$ cat config.mk
export PLATFORM = sky130hd
export DESIGN_NAME = combo_lock_param
export DESIGN_NICKNAME = d
export VERILOG_FILES = /design/src/rtl/lock_pkg.sv /design/src/rtl/combo_lock_param_btn_edge.sv /design/src/rtl/combo_lock_param.sv
export SDC_FILE = /design/constraint.sdc
export NUM_CORES = 1
export LEC_CHECK = 0
export ABC_AREA = 1
export BUFFER_PORTS_ARGS = -buffer_cell sky130_fd_sc_hd__buf_2
export CAP_MARGIN = 0
export CORE_UTILIZATION = 45
export CTS_CLUSTER_DIAMETER = 60
export DETAILED_ROUTE_END_ITERATION = 10
export GPL_TIMING_DRIVEN = 0
export MAX_ROUTING_LAYER = met4
export PLACE_DENSITY = 0.72
export SETUP_SLACK_MARGIN = 0.05
export SLEW_MARGIN = 15
export SYNTH_ARGS = -nofsm -noshare
export SYNTH_HDL_FRONTEND = slang
export SYNTH_SLANG_ARGS = --single-unit
$ cat constraint.sdc
create_clock -name clk -period 2 [get_ports clk]
set_input_delay 0.2 -clock clk [delete_from_list [all_inputs] [get_ports clk]]
set_output_delay 0.2 -clock clk [all_outputs]
set_load 0.05 [all_outputs]
$ cat src/rtl/lock_pkg.sv
// Shared types for the parametrised combination lock: state encoding and
// a helper that sizes counters from the number of values they must hold.
package lock_pkg;

  typedef enum logic [2:0] {
    ST_LOCKED   = 3'b000,
    ST_ENTRY    = 3'b001,
    ST_CHECK    = 3'b010,
    ST_UNLOCKED = 3'b011,
    ST_ERROR    = 3'b100,
    ST_LOCKOUT  = 3'b101,
    ST_PROG     = 3'b110
  } state_t;

  // Bits needed to encode n_values distinct values (never less than one bit).
  function automatic int unsigned bits_for(input int unsigned n_values);
    if (n_values <= 32'd2) begin
      return 32'd1;
    end else begin
      return $clog2(n_values);
    end
  endfunction

endpackage

$ cat src/rtl/combo_lock_param_btn_edge.sv
// Registered rising-edge detector for a bundle of level buttons; a held
// button yields exactly one press pulse.
module btn_edge #(
  parameter int unsigned W = 1
) (
  input  logic         clk,
  input  logic         reset,
  input  logic [W-1:0] btn,
  output logic [W-1:0] press
);

  logic [W-1:0] btn_q;
  logic [W-1:0] btn_d;

  // Next value of the previous-level flops is simply the current level.
  always_comb begin
    btn_d = btn;
  end

  // Previous-level register.
  always_ff @(posedge clk or posedge reset) begin
    if (reset) begin
      btn_q <= '0;
    end else begin
      btn_q <= btn_d;
    end
  end

  assign press = btn & ~btn_q;

endmodule

$ cat src/rtl/combo_lock_param.sv
// Parametrised digit-entry combination lock: on-the-fly code comparison,
// failure counting with timed lockout, idle timeout and in-place reprogramming.
module combo_lock_param
  import lock_pkg::*;
#(
  parameter int unsigned DIGIT_W        = 4,
  parameter int unsigned CODE_LEN       = 4,
  parameter logic [DIGIT_W*CODE_LEN-1:0] DEFAULT_CODE = 16'h1234,
  parameter int unsigned MAX_TRIES      = 3,
  parameter int unsigned ERROR_CYCLES   = 8,
  parameter int unsigned LOCKOUT_CYCLES = 1024,
  parameter int unsigned TIMEOUT_CYCLES = 4096
) (
  input  logic                           clk,
  input  logic                           reset,
  input  logic [DIGIT_W-1:0]             in_digit,
  input  logic                           enter_btn,
  input  logic                           lock_btn,
  input  logic                           prog_btn,
  output logic                           locked_led,
  output logic                           unlocked_led,
  output logic                           error_led,
  output logic                           lockout_led,
  output logic [2:0]                     state_leds,
  output logic [$clog2(MAX_TRIES+1)-1:0] tries_left
);

  localparam int unsigned CODE_W   = DIGIT_W * CODE_LEN;
  localparam int unsigned TRY_W    = $clog2(MAX_TRIES + 1);
  localparam int unsigned CNT_W    = bits_for(CODE_LEN + 1);
  localparam int unsigned HOLD_MAX = (ERROR_CYCLES > LOCKOUT_CYCLES) ? ERROR_CYCLES : LOCKOUT_CYCLES;
  localparam int unsigned HOLD_W   = bits_for(HOLD_MAX);
  localparam int unsigned IDLE_W   = bits_for(TIMEOUT_CYCLES);

  logic [2:0] press_s;
  logic       enter_press_s;
  logic       lock_press_s;
  logic       prog_press_s;

  btn_edge #(.W(3)) u_btn_edge (
    .clk   (clk),
    .reset (reset),
    .btn   ({prog_btn, lock_btn, enter_btn}),
    .press (press_s)
  );

  assign enter_press_s = press_s[0];
  assign lock_press_s  = press_s[1];
  assign prog_press_s  = press_s[2];

  state_t             state_q,     state_d;
  logic [CNT_W-1:0]   digit_cnt_q, digit_cnt_d;
  logic               mismatch_q,  mismatch_d;
  logic [TRY_W-1:0]   fail_q,      fail_d;
  logic [HOLD_W-1:0]  hold_q,      hold_d;
  logic [IDLE_W-1:0]  idle_q,      idle_d;
  logic [CODE_W-1:0]  code_q,      code_d;
  logic [CODE_W-1:0]  new_code_q,  new_code_d;

  logic [CODE_W-1:0]  code_shift_s;
  logic [DIGIT_W-1:0] cur_digit_s;
  logic [CODE_W-1:0]  shifted_code_s;
  logic               last_digit_s;
  logic               idle_expired_s;

  // Expected digit for the current position (first entered = MSB) and the
  // shadow code with the present digit shifted in.
  always_comb begin
    code_shift_s   = code_q >> (DIGIT_W * (CODE_LEN - 32'd1 - 32'(digit_cnt_q)));
    cur_digit_s    = code_shift_s[DIGIT_W-1:0];
    shifted_code_s = (new_code_q << DIGIT_W) | CODE_W'(in_digit);
    last_digit_s   = ((32'(digit_cnt_q) + 32'd1) == CODE_LEN);
    idle_expired_s = (32'(idle_q) == (TIMEOUT_CYCLES - 32'd1));
  end

  // Next-state, counter and code-register logic.
  always_comb begin
    state_d     = state_q;
    digit_cnt_d = digit_cnt_q;
    mismatch_d  = mismatch_q;
    fail_d      = fail_q;
    hold_d      = hold_q;
    idle_d      = idle_q;
    code_d      = code_q;
    new_code_d  = new_code_q;
    case (state_q)
      ST_LOCKED: begin
        if (enter_press_s) begin
          mismatch_d  = (in_digit != code_q[CODE_W-1 -: DIGIT_W]);
          digit_cnt_d = CNT_W'(1);
          idle_d      = '0;
          state_d     = (CODE_LEN == 32'd1) ? ST_CHECK : ST_ENTRY;
        end else begin
          digit_cnt_d = '0;
        end
      end
      ST_ENTRY: begin
        if (enter_press_s) begin
          mismatch_d  = mismatch_q | (in_digit != cur_digit_s);
          digit_cnt_d = digit_cnt_q + CNT_W'(1);
          idle_d      = '0;
          if (last_digit_s) begin
            state_d = ST_CHECK;
          end else begin
            state_d = ST_ENTRY;
          end
        end else if (idle_expired_s) begin
          // Abandoned entry: back to LOCKED without touching fail_cnt.
          state_d     = ST_LOCKED;
          digit_cnt_d = '0;
          idle_d      = '0;
        end else begin
          idle_d = idle_q + IDLE_W'(1);
        end
      end
      ST_CHECK: begin
        digit_cnt_d = '0;
        mismatch_d  = 1'b0;
        if (!mismatch_q) begin
          fail_d  = '0;
          state_d = ST_UNLOCKED;
        end else if ((32'(fail_q) + 32'd1) < MAX_TRIES) begin
          fail_d  = fail_q + TRY_W'(1);
          hold_d  = HOLD_W'(ERROR_CYCLES - 32'd1);
          state_d = ST_ERROR;
        end else begin
          fail_d  = TRY_W'(MAX_TRIES);
          hold_d  = HOLD_W'(LOCKOUT_CYCLES - 32'd1);
          state_d = ST_LOCKOUT;
        end
      end
      ST_ERROR: begin
        if (hold_q == '0) begin
          state_d = ST_LOCKED;
        end else begin
          hold_d = hold_q - HOLD_W'(1);
        end
      end
      ST_LOCKOUT: begin
        if (hold_q == '0) begin
          fail_d  = '0;
          state_d = ST_LOCKED;
        end else begin
          hold_d = hold_q - HOLD_W'(1);
        end
      end
      ST_UNLOCKED: begin
        if (lock_press_s) begin
          state_d = ST_LOCKED;
        end else if (prog_press_s) begin
          digit_cnt_d = '0;
          idle_d      = '0;
          state_d     = ST_PROG;
        end else begin
          state_d = ST_UNLOCKED;
        end
      end
      ST_PROG: begin
        if (lock_press_s) begin
          // Abort wins over a simultaneous digit; stored code is untouched.
          digit_cnt_d = '0;
          idle_d      = '0;
          state_d     = ST_LOCKED;
        end else if (enter_press_s) begin
          new_code_d  = shifted_code_s;
          digit_cnt_d = digit_cnt_q + CNT_W'(1);
          idle_d      = '0;
          if (last_digit_s) begin
            code_d      = shifted_code_s;
            digit_cnt_d = '0;
            state_d     = ST_UNLOCKED;
          end else begin
            state_d = ST_PROG;
          end
        end else if (idle_expired_s) begin
          digit_cnt_d = '0;
          idle_d      = '0;
          state_d     = ST_LOCKED;
        end else begin
          idle_d = idle_q + IDLE_W'(1);
        end
      end
      default: begin
        digit_cnt_d = '0;
        mismatch_d  = 1'b0;
        state_d     = ST_LOCKED;
      end
    endcase
  end

  // State, counter, timer and code registers.
  always_ff @(posedge clk or posedge reset) begin
    if (reset) begin
      state_q     <= ST_LOCKED;
      digit_cnt_q <= '0;
      mismatch_q  <= 1'b0;
      fail_q      <= '0;
      hold_q      <= '0;
      idle_q      <= '0;
      code_q      <= DEFAULT_CODE;
      new_code_q  <= '0;
    end else begin
      state_q     <= state_d;
      digit_cnt_q <= digit_cnt_d;
      mismatch_q  <= mismatch_d;
      fail_q      <= fail_d;
      hold_q      <= hold_d;
      idle_q      <= idle_d;
      code_q      <= code_d;
      new_code_q  <= new_code_d;
    end
  end

  // Moore output decode of the state register and failure count.
  always_comb begin
    locked_led   = 1'b0;
    unlocked_led = 1'b0;
    error_led    = 1'b0;
    lockout_led  = 1'b0;
    case (state_q)
      ST_LOCKED, ST_ENTRY, ST_CHECK: begin
        locked_led = 1'b1;
      end
      ST_UNLOCKED, ST_PROG: begin
        unlocked_led = 1'b1;
      end
      ST_ERROR: begin
        locked_led = 1'b1;
        error_led  = 1'b1;
      end
      ST_LOCKOUT: begin
        locked_led  = 1'b1;
        error_led   = 1'b1;
        lockout_led = 1'b1;
      end
      default: begin
        locked_led = 1'b1;
      end
    endcase
    state_leds = state_q;
    tries_left = TRY_W'(MAX_TRIES) - fail_q;
  end

endmodule

* Yosys cells after proc, flatten, opt, wreduce, memory -nomap -nowiden
Index checks and enable logic that the tools add are counted.
** Cells by class
- Add/subtract/negate cells :: 8
- $mul :: 0
- Div/mod/pow operators :: 0
- Order comparisons :: 1
- Eq/ne operators :: 18
- Shift operators :: 1
- Mux-type cells :: 44
- Bitwise logic cells :: 7
- Reduce and logical (&&, ||, !) cells :: 16
** Operators with widths (count)
- $mux W12 :: 6
- $mux W3 :: 17
- $pmux W12 S4 :: 1
- $shr A16 B32 Y4 :: 1
- $mux W10 :: 3
- $pmux W10 S2 :: 1
- $pmux W3 S6 :: 1
- $or A16 B4 Y16 :: 1
- $pmux W3 S5 :: 1
- $ne A2 B2 Y1 const B :: 7
- $add A12 B1 Y12 const B :: 1
- $eq A12 B12 Y1 const B :: 1
- $reduce_and A3 Y1 :: 4
- $logic_not A10 Y1 :: 1
- $sub A10 B1 Y10 const B :: 1
- $eq A3 B3 Y1 const B :: 3
- $mux W1 :: 8
- $mux W2 :: 4
- $ne A4 B4 Y1 :: 2
- $reduce_and A4 Y1 :: 2
- $eq A3 B2 Y1 const B :: 2
- $add A3 B1 Y4 const B :: 1
- $eq A4 B3 Y1 const B :: 1
- $pmux W2 S2 :: 1
- other kinds (19) :: 24
** Word-level totals
- Flip-flop bits (word level) :: 62
- Latch bits :: 0
- Memory bits (writable) :: 0
- Memory bits (read-only) :: 0
- Output and inout bits :: 9
- Word-level logic and storage cells :: 104
- Memories kept :: 0

* Depth between registers and ports, before layout
Gate-level depths: netlist of run 1.
- Depth after elaboration :: 6
- Gate-level depth with buffers :: 14
- Gate-level depth less buffers :: 13

* Hierarchy
Synthesis of run 1 repeated with hierarchy kept, for this count alone.
** Second synthesis, totals
- Cell total of the unflattened synthesis :: 456
- Area total of the unflattened synthesis :: 3440.8 µm²
** By module, submodules not included
- combo_lock_param :: instances 1, cells an instance 446, area an instance 3331.9 µm²
- btn_edge :: instances 1, cells an instance 10, area an instance 108.9 µm²

* Worst setup path after synthesis of run 1
OpenSTA, ideal clock, no wires.
- Kind :: register -> register
- Start point :: reg state_q[2] (netlist: state_leds[2])
- End point :: reg fail_q[1]
- Library setup time :: 0.147 ns
- Arrival :: 2.307 ns
- Data required time :: 1.853 ns
- Slack :: -0.454 ns
- Cell stages (with the launch flop) :: 9
- Buffers on the path :: 0
- Period minus slack after synthesis :: 2.454 ns
- Path through :: dfrtp_1 inv_2 nor2_4 inv_2 nor2_2 inv_1 o21ai_2 o21a_1 a21oi_1
** On the way
- Cells in the longest elaborated chain, start to end :: 3
** Ends and longest elaborated chain
- start, declared :: line combo_lock_param.sv:51 : state_t state_q, state_d;
- start signal, assigned :: line combo_lock_param.sv:203 : state_q <= state_d;
- $eq A3 B3 Y1 or $eq A3 B2 Y1 (tied branches) :: line combo_lock_param.sv:86 : case (state_q)
- $ne A2 B2 Y1 (no source line) or $reduce_bool A2 Y1 (tied branches)
- $reduce_and A2 Y1 (no source line)
- end signal, assigned :: line combo_lock_param.sv:206 : fail_q <= fail_d;
- end, declared :: line combo_lock_param.sv:54 : logic [TRY_W-1:0] fail_q, fail_d;
Several ways; a longest one is shown, not always the timed one.
A chain may end at the register's enable or synchronous reset.

* Final worst setup path of run 1
- Start point :: reg state_q[1] (netlist: state_leds[1])
- End point :: out lockout_led
** On the way
- Cells in the longest elaborated chain, start to end :: 2
** Ends and longest elaborated chain
- $eq A3 B3 Y1 :: line combo_lock_param.sv:220 : case (state_q)
- $mux W1 :: line combo_lock_param.sv:220
- end, declared :: line combo_lock_param.sv:23 : output logic lockout_led,
Every way passes these cells.

==> results of run 1 <==
-- worst max-delay path, cell delays in order (launching register included) --
cell                      delay, ns
sky130_fd_sc_hd__dfrtp_2       0.40
sky130_fd_sc_hd__buf_6         0.14
sky130_fd_sc_hd__nor2_4        0.22
sky130_fd_sc_hd__inv_4         0.10
sky130_fd_sc_hd__nor2_4        0.16
sky130_fd_sc_hd__buf_2         0.28
-- registers in the layout, summed over array words and instances, names as in the netlist --
name              count
code_q               16
digit_cnt_q           3
fail_q                2
hold_q               10
idle_q               12
mismatch_q            1
new_code_q           12
state_leds            3
u_btn_edge.btn_q      3
-- layer usage --
layer | track usage | share of wire | vias to the layer above
li1 | - | - | 1495
met5 | - | 0 | -
met2 | 0.3161 | 0.47 | 48
met4 | 0.1012 | 0.016 | 0
met1 | 0.2579 | 0.48 | 1379
met3 | 0.03825 | 0.028 | 10
-- area by class of cell --
type | instances | area [um2] | share of cell area
Buffer | 9 | 56.30 | 0.01442
Clock buffer | 11 | 131.4 | 0.03365
Clock inverter | 5 | 27.53 | 0.007051
Inverter | 74 | 285.3 | 0.07308
Multi-Input combinational cell | 299 | 1531 | 0.3923
Sequential cell | 62 | 1560 | 0.3997
Tap cell | 99 | 123.9 | 0.03173
Timing Repair Buffer | 25 | 187.7 | 0.04808
-- how the worst max path moves through the flow --
stage	startpoint	end	slack (ns)	cells after the start
floorplan	state_leds[1]	fail_q[1]	-0.01	8
detailed placement	state_leds[0]	new_code_q[4]	0.05	7
finish	state_leds[1]	lockout_led	0.15	5
global placement	reset	state_leds[2]	-0.72	2
CTS	hold_q[0]	hold_q[7]	0.06	10
global route	hold_q[0]	hold_q[6]	0.06	10
-- logic make-up (layout without fill, tap and decap cells) --
logic type / after synthesis / count (layout) / share of synthesized area
DFF: 62 / 62 / 0.4591
and+or+nand+nor: 205 / 205 / 0.2740
buffers and inverters: 83 / 124 / 0.09698
adders and majority gates: 3 / 3 / 0.01106
xor gates and xnor gates: 6 / 6 / 0.01549
AOI/OAI and AO/OA: 85 / 85 / 0.1434
-- repair_timing --
item,4_1_cts,5_1_grt
hold buffers,4,0
setup buffers,0,3
pin swaps,0,2
setup endpoints to repair,9,37
endpoints found under the hold margin,60,0
resized for setup,1,6
-- layout by cell type, fill, tap and decap left out, types with 2 or more instances in the layout --
cell	n
sky130_fd_sc_hd__dfstp_2	5
sky130_fd_sc_hd__dfrtp_2	2
sky130_fd_sc_hd__dlygate4sd3_1	4
sky130_fd_sc_hd__dfrtp_1	55
sky130_fd_sc_hd__a31oi_1	2
sky130_fd_sc_hd__nor2_2	4
sky130_fd_sc_hd__inv_1	63
sky130_fd_sc_hd__inv_4	3
sky130_fd_sc_hd__nor2_4	7
sky130_fd_sc_hd__nand3_2	2
sky130_fd_sc_hd__buf_4	2
sky130_fd_sc_hd__o22ai_1	5
sky130_fd_sc_hd__o21a_1	2
sky130_fd_sc_hd__nand2_2	6
sky130_fd_sc_hd__nand3_1	19
sky130_fd_sc_hd__clkbuf_8	9
sky130_fd_sc_hd__ha_1	2
sky130_fd_sc_hd__buf_2	22
sky130_fd_sc_hd__nand2_1	108
sky130_fd_sc_hd__clkbuf_1	3
sky130_fd_sc_hd__a22oi_1	6
sky130_fd_sc_hd__o21ai_1	10
sky130_fd_sc_hd__nand4_1	5
sky130_fd_sc_hd__buf_6	2
sky130_fd_sc_hd__o21ai_0	34
sky130_fd_sc_hd__a21oi_1	17
sky130_fd_sc_hd__nor3_1	4
sky130_fd_sc_hd__xor2_1	6
sky130_fd_sc_hd__nor2_1	43
sky130_fd_sc_hd__inv_2	7
sky130_fd_sc_hd__o21ai_2	4
sky130_fd_sc_hd__clkinv_2	4
-- report_power, final --
group	internal, mW	switching, mW	total, mW
Combinational	0.697	1.48	2.18
Clock	0.441	0.481	0.922
Sequential	1.59	0.219	1.81
==> run metrics, run 1 <==
Post-Route Hold Slack roughly 0.10 ns; most instantiated flip-flop cell in the synthesis netlist sky130_fd_sc_hd__dfrtp_1; Finished Cell Area 3904 um2; min-delay src in_digit[1]; final antenna diode count 0; cell with the most instances after synthesis sky130_fd_sc_hd__nand2_1; dpl cells ~560; Setup Viol. Count Final 0; area inside the core boundary between 7000 and 8000 um2; Area growth, synth to finish 15.04%; register-to-register setup slack around 0.19 ns; Reg clk slew, reported paths 0.07 ns; clock buffer count from CTS 9; DRC viols 0; IO Count 18; Max FO, Critical Path 8; top cells by area, synth sky130_fd_sc_hd__dfrtp_1 42%, sky130_fd_sc_hd__nand2_1 12%, sky130_fd_sc_hd__inv_1 7.3%; ys async rst share 1.000; reg-to-reg critical path endpoint new_code_q[6]; Worst Skew 0.008043 ns; via count of the first global-routing pass ~2700; syn_nets ~460; count of H-tree levels built during CTS 3; sequential area share after synthesis 0.4591; launching point of the worst reg2reg path state_leds[0]; run status finished, final reports clean; Yosys top cell area share 0.4204; row count 31; number of nets in the final layout 492; number of buffer cells added on primary ports 17; sum of internal, switching and leakage power between 4 and 5 mW; Via density 5.021; height of the die between 80 and 90 um; Pre-Repair DR Iteration Count 5; worst setup slack before clock tree synthesis about 0.045 ns; worst-skew pair later-pin latency roughly 0.34 ns; total overflow reported by the global router 0; setup TNS 0 ns; RSZ-0062 raised after global routing false; pin count of the biggest net entering global routing 63; total number of vias 2932; count of non-filler cells in the finished layout 584; Worst setup SP type register; worst slew slack as a fraction of its limit 0.6500; clk root buf sky130_fd_sc_hd__clkbuf_8; Final Cycle Share 0.9242; CTS tree done; die width 88.84 um; post-synthesis cell count between 400 and 500; fin. max-slew vios 0; number of hold violations in the final report 0; Maximum Capacitance Violations 0; leading area contributor after synthesis sky130_fd_sc_hd__dfrtp_1; violation count after the first detailed-route iteration 166; final antenna-violating net count 0; worst hold-check path type in -> reg; number of cells on the worst reg-to-reg path 8; number of cells traversed by the worst hold path 3; GRT Util Overall 0.2047; core occupancy in the finished layout 0.5382; average wire per cell in the routed design between 10 and 15 um; crit path time final about 1.8 ns; commonest cells in the synthesized netlist 108 x sky130_fd_sc_hd__nand2_1, 66 x sky130_fd_sc_hd__inv_1, 57 x sky130_fd_sc_hd__dfrtp_1, 46 x sky130_fd_sc_hd__nor2_1, 34 x sky130_fd_sc_hd__o21ai_0; wire length of the first global-routing pass between 10000 and 15000 um; buffer levels on the longest clock path 2; cell area power density between 1000 and 1500 nW/um2; post-placement cell area approximately 3700 um2; CP required 1.80 ns; full die area approximately 7900 um2; effective utilization at floorplan 0.4678; post-synthesis cell area approximately 3400 um2; static power due to leakage approximately 1.9 nW; pin slew with the least headroom to its limit ~0.52 ns; layout cells sized above 1 0.1835; number of enable flip-flop cells after synthesis 0; category of the worst setup path capture point primary output; number of antenna violations at the first check in global routing 0; classification of the worst setup path reg -> out; Syn Area/Cell 7.642 um2; Detailed Place HPWL 5076 um; Num Clock Sinks 62; DRT Wirelength ~7000 um; arrival time reported for the critical path endpoint around 1.7 ns; worst-case hold path end point new_code_q[1]; Max Freq between 500 and 600 MHz; number of register bits inferred by synthesis 62; filler cell count 700; Setup WS post-layout 0.1515 ns; warning count from the yosys run 0; routability-driven placement congestion ratio ~0.9; maximum vdd ir drop ~0.44 mV; Distinct cells, synth 40
No activity file was read; power rests on OpenSTA's default activity.
==> run 2, diff against run 1 <==
--- a/config.mk
+++ b/config.mk
@@ -18,4 +18,5 @@
 export SLEW_MARGIN = 15
 export SYNTH_ARGS = -nofsm -noshare
 export SYNTH_HDL_FRONTEND = slang
+export SYNTH_HIERARCHICAL = 1
 export SYNTH_SLANG_ARGS = --single-unit
==> run metrics, run 2 <==
Max FO, Critical Path 10 (+2); post-placement cell area 3664 um2 (+0.31%); number of cells traversed by the worst hold path 3 (unchanged); crit path time final 1.806 ns (-0.04227 ns); most instantiated flip-flop cell in the synthesis netlist sky130_fd_sc_hd__dfrtp_1; Distinct cells, synth 37 (-7.5%); area occupied by multi-input gates 1554 um2 (+1.5%); ys async rst share 1.000 (unchanged); full die area 8000 um2 (+1.4%); Yosys top cell area share 0.4145 (-0.005809); total overflow reported by the global router 0 (unchanged); sequential area share after synthesis 0.4527 (-0.006344); setup TNS 0 ns (unchanged); pin slew with the least headroom to its limit 0.7201 ns (+0.1992 ns); Finished Cell Area 3969 um2 (+1.7%); fraction of power consumed by combinational cells 0.418 (-0.026); CTS tree done; leading area contributor after synthesis sky130_fd_sc_hd__dfrtp_1; routability-driven placement congestion ratio 0.8820 (-3.0%); count of H-tree levels built during CTS 3 (unchanged); pin count of the biggest net entering global routing 60 (-4.8%); Via density 5.030 (+0.19%); Final Cycle Share 0.9031 (-0.02114); number of buffer cells added on primary ports 17 (unchanged); Clock Power Share 0.220 (+0.032); Reg with most FFs code_q; cell area power density 1273 nW/um2 (+1.2%); registers with the most flip-flops code_q (16), idle_q (12), new_code_q (12); layout cells sized above 1 0.1747 (-0.008806); core occupancy in the finished layout 0.5414 (+0.003180); number of antenna violations at the first check in global routing 0 (unchanged); worst-case hold path end point new_code_q[3]; cell class contributing the biggest share of worst-path delay flip-flops; register area 1558 um2 (-0.16%); Syn Area/Cell 7.546 um2 (-1.3%); area inside the core boundary 7331 um2 (+1.1%); min-delay src in_digit[3]; Internal Power 2.895 mW (+6.1%); number of enable flip-flop cells after synthesis 0 (unchanged); final antenna diode count 0 (unchanged); Worst Skew 0.01023 ns (+0.002186 ns); post-synthesis cell count 456 (+2.7%); sum of internal, switching and leakage power 5.053 mW (+2.9%); count of non-filler cells in the finished layout 597 (+2.2%); Area growth, synth to finish 15.35%; worst path cell trace inv_1 -> nand3_1 -> nand2_2 -> buf_2; violation count after the first detailed-route iteration 160 (-3.6%); category of the worst setup path capture point primary output; fin. max-slew vios 0 (unchanged); filler cell count 696 (-0.57%); Num Clock Sinks 62 (unchanged); DRC viols 0 (unchanged); switching power summed over all nets 2.158 mW (-1.2%); Reg clk slew, reported paths 0.06 ns (about the same); Max Freq 553.6 MHz (+2.3%); average wire per cell in the routed design 12.12 um (+0.57%); switching share of total power 0.4271 (-0.01737); commonest cells in the synthesized netlist 113 x sky130_fd_sc_hd__nand2_1, 77 x sky130_fd_sc_hd__inv_1, 57 x sky130_fd_sc_hd__dfrtp_1, 42 x sky130_fd_sc_hd__o21ai_0, 36 x sky130_fd_sc_hd__nor2_1; via count of the first global-routing pass 2829 (+3.6%); IO Count 18 (unchanged); effective utilization at floorplan 0.4694 (+0.001535); register-to-register setup slack 0.23 ns (+0.04 ns); post-synthesis cell area 3441 um2 (+1.4%); static power due to leakage 1.925 nW (+2.4%); DRT Wirelength 7235 um (+2.8%); warning count from the yosys run 6 (+6); maximum single-stage delay on the critical path 0.45 ns (+0.05 ns); launching point of the worst reg2reg path hold_q[0]; sequential group share of total power 0.362 (-0.007); RSZ-0062 raised after global routing false; final antenna-violating net count 0 (unchanged); most common library cell in the layout ignoring fill and taps sky130_fd_sc_hd__nand2_1; worst slew slack as a fraction of its limit 0.5199 (-0.1301); Maximum Capacitance Violations 0 (unchanged); Pre-Repair DR Iteration Count 4 (-1); wire length of the first global-routing pass 12390 um (+3.7%); arrival time reported for the critical path endpoint 1.61 ns (-0.04 ns); row count 31 (unchanged); clock buffer count from CTS 9 (unchanged); cell with the most instances after synthesis sky130_fd_sc_hd__nand2_1; total number of vias 3003 (+2.4%); run status finished, final reports clean; Worst setup SP type register; dpl cells 572 (+2.0%); clk root buf sky130_fd_sc_hd__clkbuf_8; standard cell with the maximum stage delay on the critical path sky130_fd_sc_hd__dfrtp_1; reg-to-reg critical path endpoint hold_q[3]; number of flip-flops in the largest register 16 (unchanged); maximum vdd ir drop 0.5320 mV (+20%); buffers plus inverters on the worst setup path 2 (-1); number of cells on the worst reg-to-reg path 8 (unchanged); number of nets in the final layout 505 (+2.6%); CP required 1.80 ns (about the same); classification of the worst setup path reg -> out; height of the die 89.44 um (+0.68%); Detailed Place HPWL 5053 um (-0.46%); buffer levels on the longest clock path 2 (unchanged); number of hold violations in the final report 0 (unchanged); worst-skew pair later-pin latency 0.35 ns (about the same); top library cells by usage in the layout, fill and taps aside 111 x sky130_fd_sc_hd__nand2_1, 74 x sky130_fd_sc_hd__inv_1, 57 x sky130_fd_sc_hd__dfrtp_1; number of register bits inferred by synthesis 62 (unchanged); worst hold-check path type in -> reg; GRT Util Overall 0.2098 (+0.005108); die width 89.44 um (+0.68%); top cells by area, synth sky130_fd_sc_hd__dfrtp_1 41%, sky130_fd_sc_hd__nand2_1 12%, sky130_fd_sc_hd__inv_1 8.4%; syn_nets 468 (+2.6%); Setup Viol. Count Final 0 (unchanged)
[run 2: changes by cell type in the layout (fill, tap and decap cells not counted), sizes merged, moves of 2 or more]
cell / before / now
clkbuf: 13 / 19
nand2: 115 / 122
nand3: 22 / 27
buf: 28 / 26
a22oi: 6 / 1
inv: 73 / 81
o21a: 2 / 0
nor2: 54 / 44
o31ai: 0 / 3
a21oi: 17 / 21
nand4: 5 / 3
nor3: 5 / 9
clkinv: 5 / 0
[run 2: kinds of logic after synthesis]
logic type,Yosys count,share of synthesized area
DFF,62,0.4527
xor gates and xnor gates,7,0.01782
AOI/OAI and AO/OA,85,0.1400
and+or+nand+nor,208,0.2749
adders and majority gates,3,0.01091
buffers and inverters,91,0.1036
[run 2: worst max-delay path by stage]
stage | slack, ns | start | endpoint | cells past startpoint
CTS | 0.12 | hold_q[0] | hold_q[3] | 8
global placement | -0.45 | reset | idle_q[4] | 2
floorplan | 0.06 | state_leds[2] | hold_q[6] | 7
global route | 0.05 | state_leds[1] | idle_q[6] | 10
finish | 0.19 | state_leds[1] | error_led | 4
detailed placement | 0.15 | idle_q[0] | state_leds[1] | 8
[run 2: per-layer routing]
metal | GRT usage | vias up | share of wire | routed length [um]
met3 | 0.05355 | 12 | 0.042 | 301
met4 | 0.07215 | 0 | 0.013 | 95
met1 | 0.2624 | 1409 | 0.48 | 3492
met5 | - | - | 0 | 0
met2 | 0.3310 | 63 | 0.46 | 3346
li1 | - | 1519 | - | -
[run 2: timing repair]
item                                    CTS  global route
endpoints found under the setup margin    0            45
resized for setup                         0            15
setup buffers                             0             5
hold buffers                              4             0
endpoints found under the hold margin     6             0
[run 2: tightest hold or removal path, cell delays in order]
cell and delay, ns:
sky130_fd_sc_hd__buf_2 0.11, sky130_fd_sc_hd__nand2_1 0.05, sky130_fd_sc_hd__o21ai_0 0.07
[run 2: metrics by stage]
step / hold slack, ns / setup slack (ns)
after floorplan: -0.04636 / 0.06012
after global placement: 0.07379 / -0.4456
after detailed placement: 0.1090 / 0.1471
after CTS: 0.1192 / 0.1196
after global routing: 0.1217 / 0.04767
final: 0.1326 / 0.1938
[run 2: area by class of cell]
type | count | share of cell area
sequential | 62 | 0.3925
multi-input combinational | 303 | 0.3916
clock inverter | 1 | 0.007566
buffer | 8 | 0.01198
clock buffer | 15 | 0.04193
tap | 99 | 0.03121
timing repair buffer | 26 | 0.04098
inverter | 83 | 0.08228
[run 2: power by group through the flow]
stage | Sequential (mW) | Combinational, mW | Clock [mW]
final | 1.83 | 2.11 | 1.11
after global routing | 1.86 | 2.39 | 1.19
after CTS | 1.83 | 2.05 | 1.14
after detailed placement | 1.85 | 2.03 | 0
after global placement | 1.84 | 1.99 | 0
after floorplan | 1.86 | 1.56 | 0
==> run 3, diff against run 2 <==
--- a/config.mk
+++ b/config.mk
@@ -8,6 +8,7 @@
 export ABC_AREA = 1
 export BUFFER_PORTS_ARGS = -buffer_cell sky130_fd_sc_hd__buf_2
 export CAP_MARGIN = 0
+export CORE_ASPECT_RATIO = 1.1
 export CORE_UTILIZATION = 45
 export CTS_CLUSTER_DIAMETER = 60
 export DETAILED_ROUTE_END_ITERATION = 10
==> constraint.sdc (replaced) <==
create_clock -name clk -period 1.9 [get_ports clk]
set_input_delay 0.19 -clock clk [delete_from_list [all_inputs] [get_ports clk]]
set_output_delay 0.19 -clock clk [all_outputs]
set_load 0.05 [all_outputs]
==> run metrics, run 3 (synthesized netlist as in run 2, its figures left out) <==
standard cell with the maximum stage delay on the critical path sky130_fd_sc_hd__dfrtp_1; top library cells by usage in the layout, fill and taps aside 111 x sky130_fd_sc_hd__nand2_1, 75 x sky130_fd_sc_hd__inv_1, 53 x sky130_fd_sc_hd__dfrtp_1; GRT Util Overall 0.1997 (-0.01010); worst-skew pair later-pin latency 0.35 ns (about the same); number of nets in the final layout 505 (unchanged); CTS tree done; crit path time final about 1.8 ns; Setup Viol. Count Final 0 (unchanged); worst slew slack as a fraction of its limit 0.5170 (-0.002872); maximum single-stage delay on the critical path 0.39 ns (-0.06 ns); IO Count 18 (unchanged); area inside the core boundary 7432 um2 (+1.4%); average wire per cell in the routed design 12.14 um (+0.16%); number of hold violations in the final report 0 (unchanged); RSZ-0062 raised after global routing true; number of cells traversed by the worst hold path 3 (unchanged); Reg with most FFs code_q; Pre-Repair DR Iteration Count 4 (unchanged); Maximum Capacitance Violations 0 (unchanged); wire length of the first global-routing pass 12210 um (-1.4%); clk root buf sky130_fd_sc_hd__clkbuf_8; Max FO, Critical Path 6 (-4); register-to-register setup slack 0.14 ns (-0.09 ns); Num Clock Sinks 62 (unchanged); Reg clk slew, reported paths 0.08 ns (+0.02 ns); met2 track demand over resource 0.3125 (-0.01852); effective utilization at floorplan 0.4630 (-0.006400); worst hold-check path type in -> reg; CP required 2.12 ns (+0.32 ns); category of the worst setup path capture point register; reg-to-reg critical path endpoint state_leds[0]; worst path cell trace inv_2 -> ha_2 -> nand2_2 -> o31ai_4 -> buf_4 -> inv_1 -> a21oi_1 -> o21ai_0; routability-driven placement congestion ratio 0.8880 (+0.68%); Worst setup SP type register; total overflow reported by the global router 0 (unchanged); via count of the first global-routing pass 2816 (-0.46%); count of H-tree levels built during CTS 3 (unchanged); run status finished, final reports clean; arrival time reported for the critical path endpoint 1.98 ns (+0.37 ns); min-delay src in_digit[1]; worst setup slack before clock tree synthesis 0.04424 ns (-0.1029 ns); M3 GR Usage 0.03427 (-0.01928); die width 85.38 um (-4.5%); row count 33 (+6.5%); clock buffer count from CTS 9 (unchanged); number of flip-flops in the largest register 16 (unchanged); pin count of the biggest net entering global routing 60 (unchanged); Setup WS post-layout 0.1376 ns (-0.05615 ns); final antenna diode count 0 (unchanged); Detailed Place HPWL 4958 um (-1.9%); post-placement cell area 3652 um2 (-0.31%); DRC viols 0 (unchanged); DRT Wirelength 7101 um (-1.9%); Max Freq between 500 and 600 MHz; launching point of the worst reg2reg path hold_q[0]; buffer levels on the longest clock path 2 (unchanged); registers with the most flip-flops code_q (16), idle_q (12), new_code_q (12); Finished Cell Area 3995 um2 (+0.66%); maximum vdd ir drop 0.6758 mV (+27%); total number of vias 2966 (-1.2%); static power due to leakage 1.933 nW (+0.41%); classification of the worst setup path reg -> reg; pin slew with the least headroom to its limit 0.7244 ns (+0.004307 ns); violation count after the first detailed-route iteration 154 (-3.8%); number of antenna violations at the first check in global routing 0 (unchanged); layout cells sized above 1 0.1948 (+0.02008); height of the die 93.71 um (+4.8%); Worst Skew 0.01235 ns (+0.002120 ns); most common library cell in the layout ignoring fill and taps sky130_fd_sc_hd__nand2_1; met1 capacity usage during global routing 0.2531 (-0.009327); cell area power density 1351 nW/um2 (+6.1%); worst-case hold path end point new_code_q[1]; most crowded layer after global routing met2; full die area 8000 um2 (about the same); Area growth, synth to finish 16.11%; Via density 5.070 (+0.79%); final antenna-violating net count 0 (unchanged); number of buffer cells added on primary ports 17 (unchanged); number of cells on the worst reg-to-reg path 8 (unchanged); Final Cycle Share 0.9276; setup TNS 0 ns (unchanged); fin. max-slew vios 0 (unchanged)
## run 3: area by class of cell
| class | count | area (um2) |
|---|---|---|
| fillers | 711 | 3437 |
| multi-input cells | 303 | 1579 |
| flip-flops and latches | 62 | 1563 |
| inverters | 83 | 322.8 |
| repair buffers | 25 | 157.7 |
| clock buffers | 11 | 151.4 |
| well taps | 87 | 108.9 |
| clock inverters | 5 | 57.56 |
| plain buffers | 8 | 47.55 |
| repair inverters | 1 | 7.507 |
## run 3: timing repair
| action | 4_1_cts | 5_1_grt |
|---|---|---|
| setup endpoints to repair | 4 | 48 |
| pin swaps | 1 | 1 |
| setup buffers | 0 | 4 |
| gates resized for setup | 0 | 23 |
| hold endpoints to repair | 6 | 0 |
| cloned | 0 | 1 |
| hold buffers | 4 | 0 |
## run 3: power by group
group	switching, mW	internal [mW]
combinational	1.54	0.724
clock	0.536	0.677
sequential	0.252	1.67
## run 3: worst max path at each step
stage	from	to	cells past startpoint
detailed placement	hold_q[0]	hold_q[3]	8
CTS	digit_cnt_q[1]	code_q[3]	7
global placement	reset	state_leds[0]	2
finish	hold_q[0]	state_leds[0]	8
floorplan	reset	state_leds[0]	1
global route	idle_q[1]	state_leds[0]	12
## run 3: layer usage
metal,part of all wire,routed length (um),vias to the layer above
met5,0,0,-
met4,0.017,123,0
met3,0.038,270,11
met2,0.47,3329,51
met1,0.48,3377,1382
li1,-,-,1522
## run 3: critical path: cells and delay by family, from the launching register on
family / cells / cell delay, ns
AO/OA/AOI/OAI: 3 / 0.55
adder cells (fa/ha/maj): 1 / 0.23
buffers and inverters: 3 / 0.35
flip-flops: 1 / 0.39
AND/OR/NAND/NOR: 1 / 0.12
## run 3: metrics by stage
step,cells,power (mW),util,hold slack (ns)
after floorplan,456,3.605,-,-0.05636
after global placement,560,4.021,0.4911,0.06394
after detailed placement,560,4.078,0.4914,0.09410
after CTS,580,5.305,0.5249,0.1102
after global routing,585,5.801,0.5375,0.1275
final,585,5.398,0.5375,0.1217
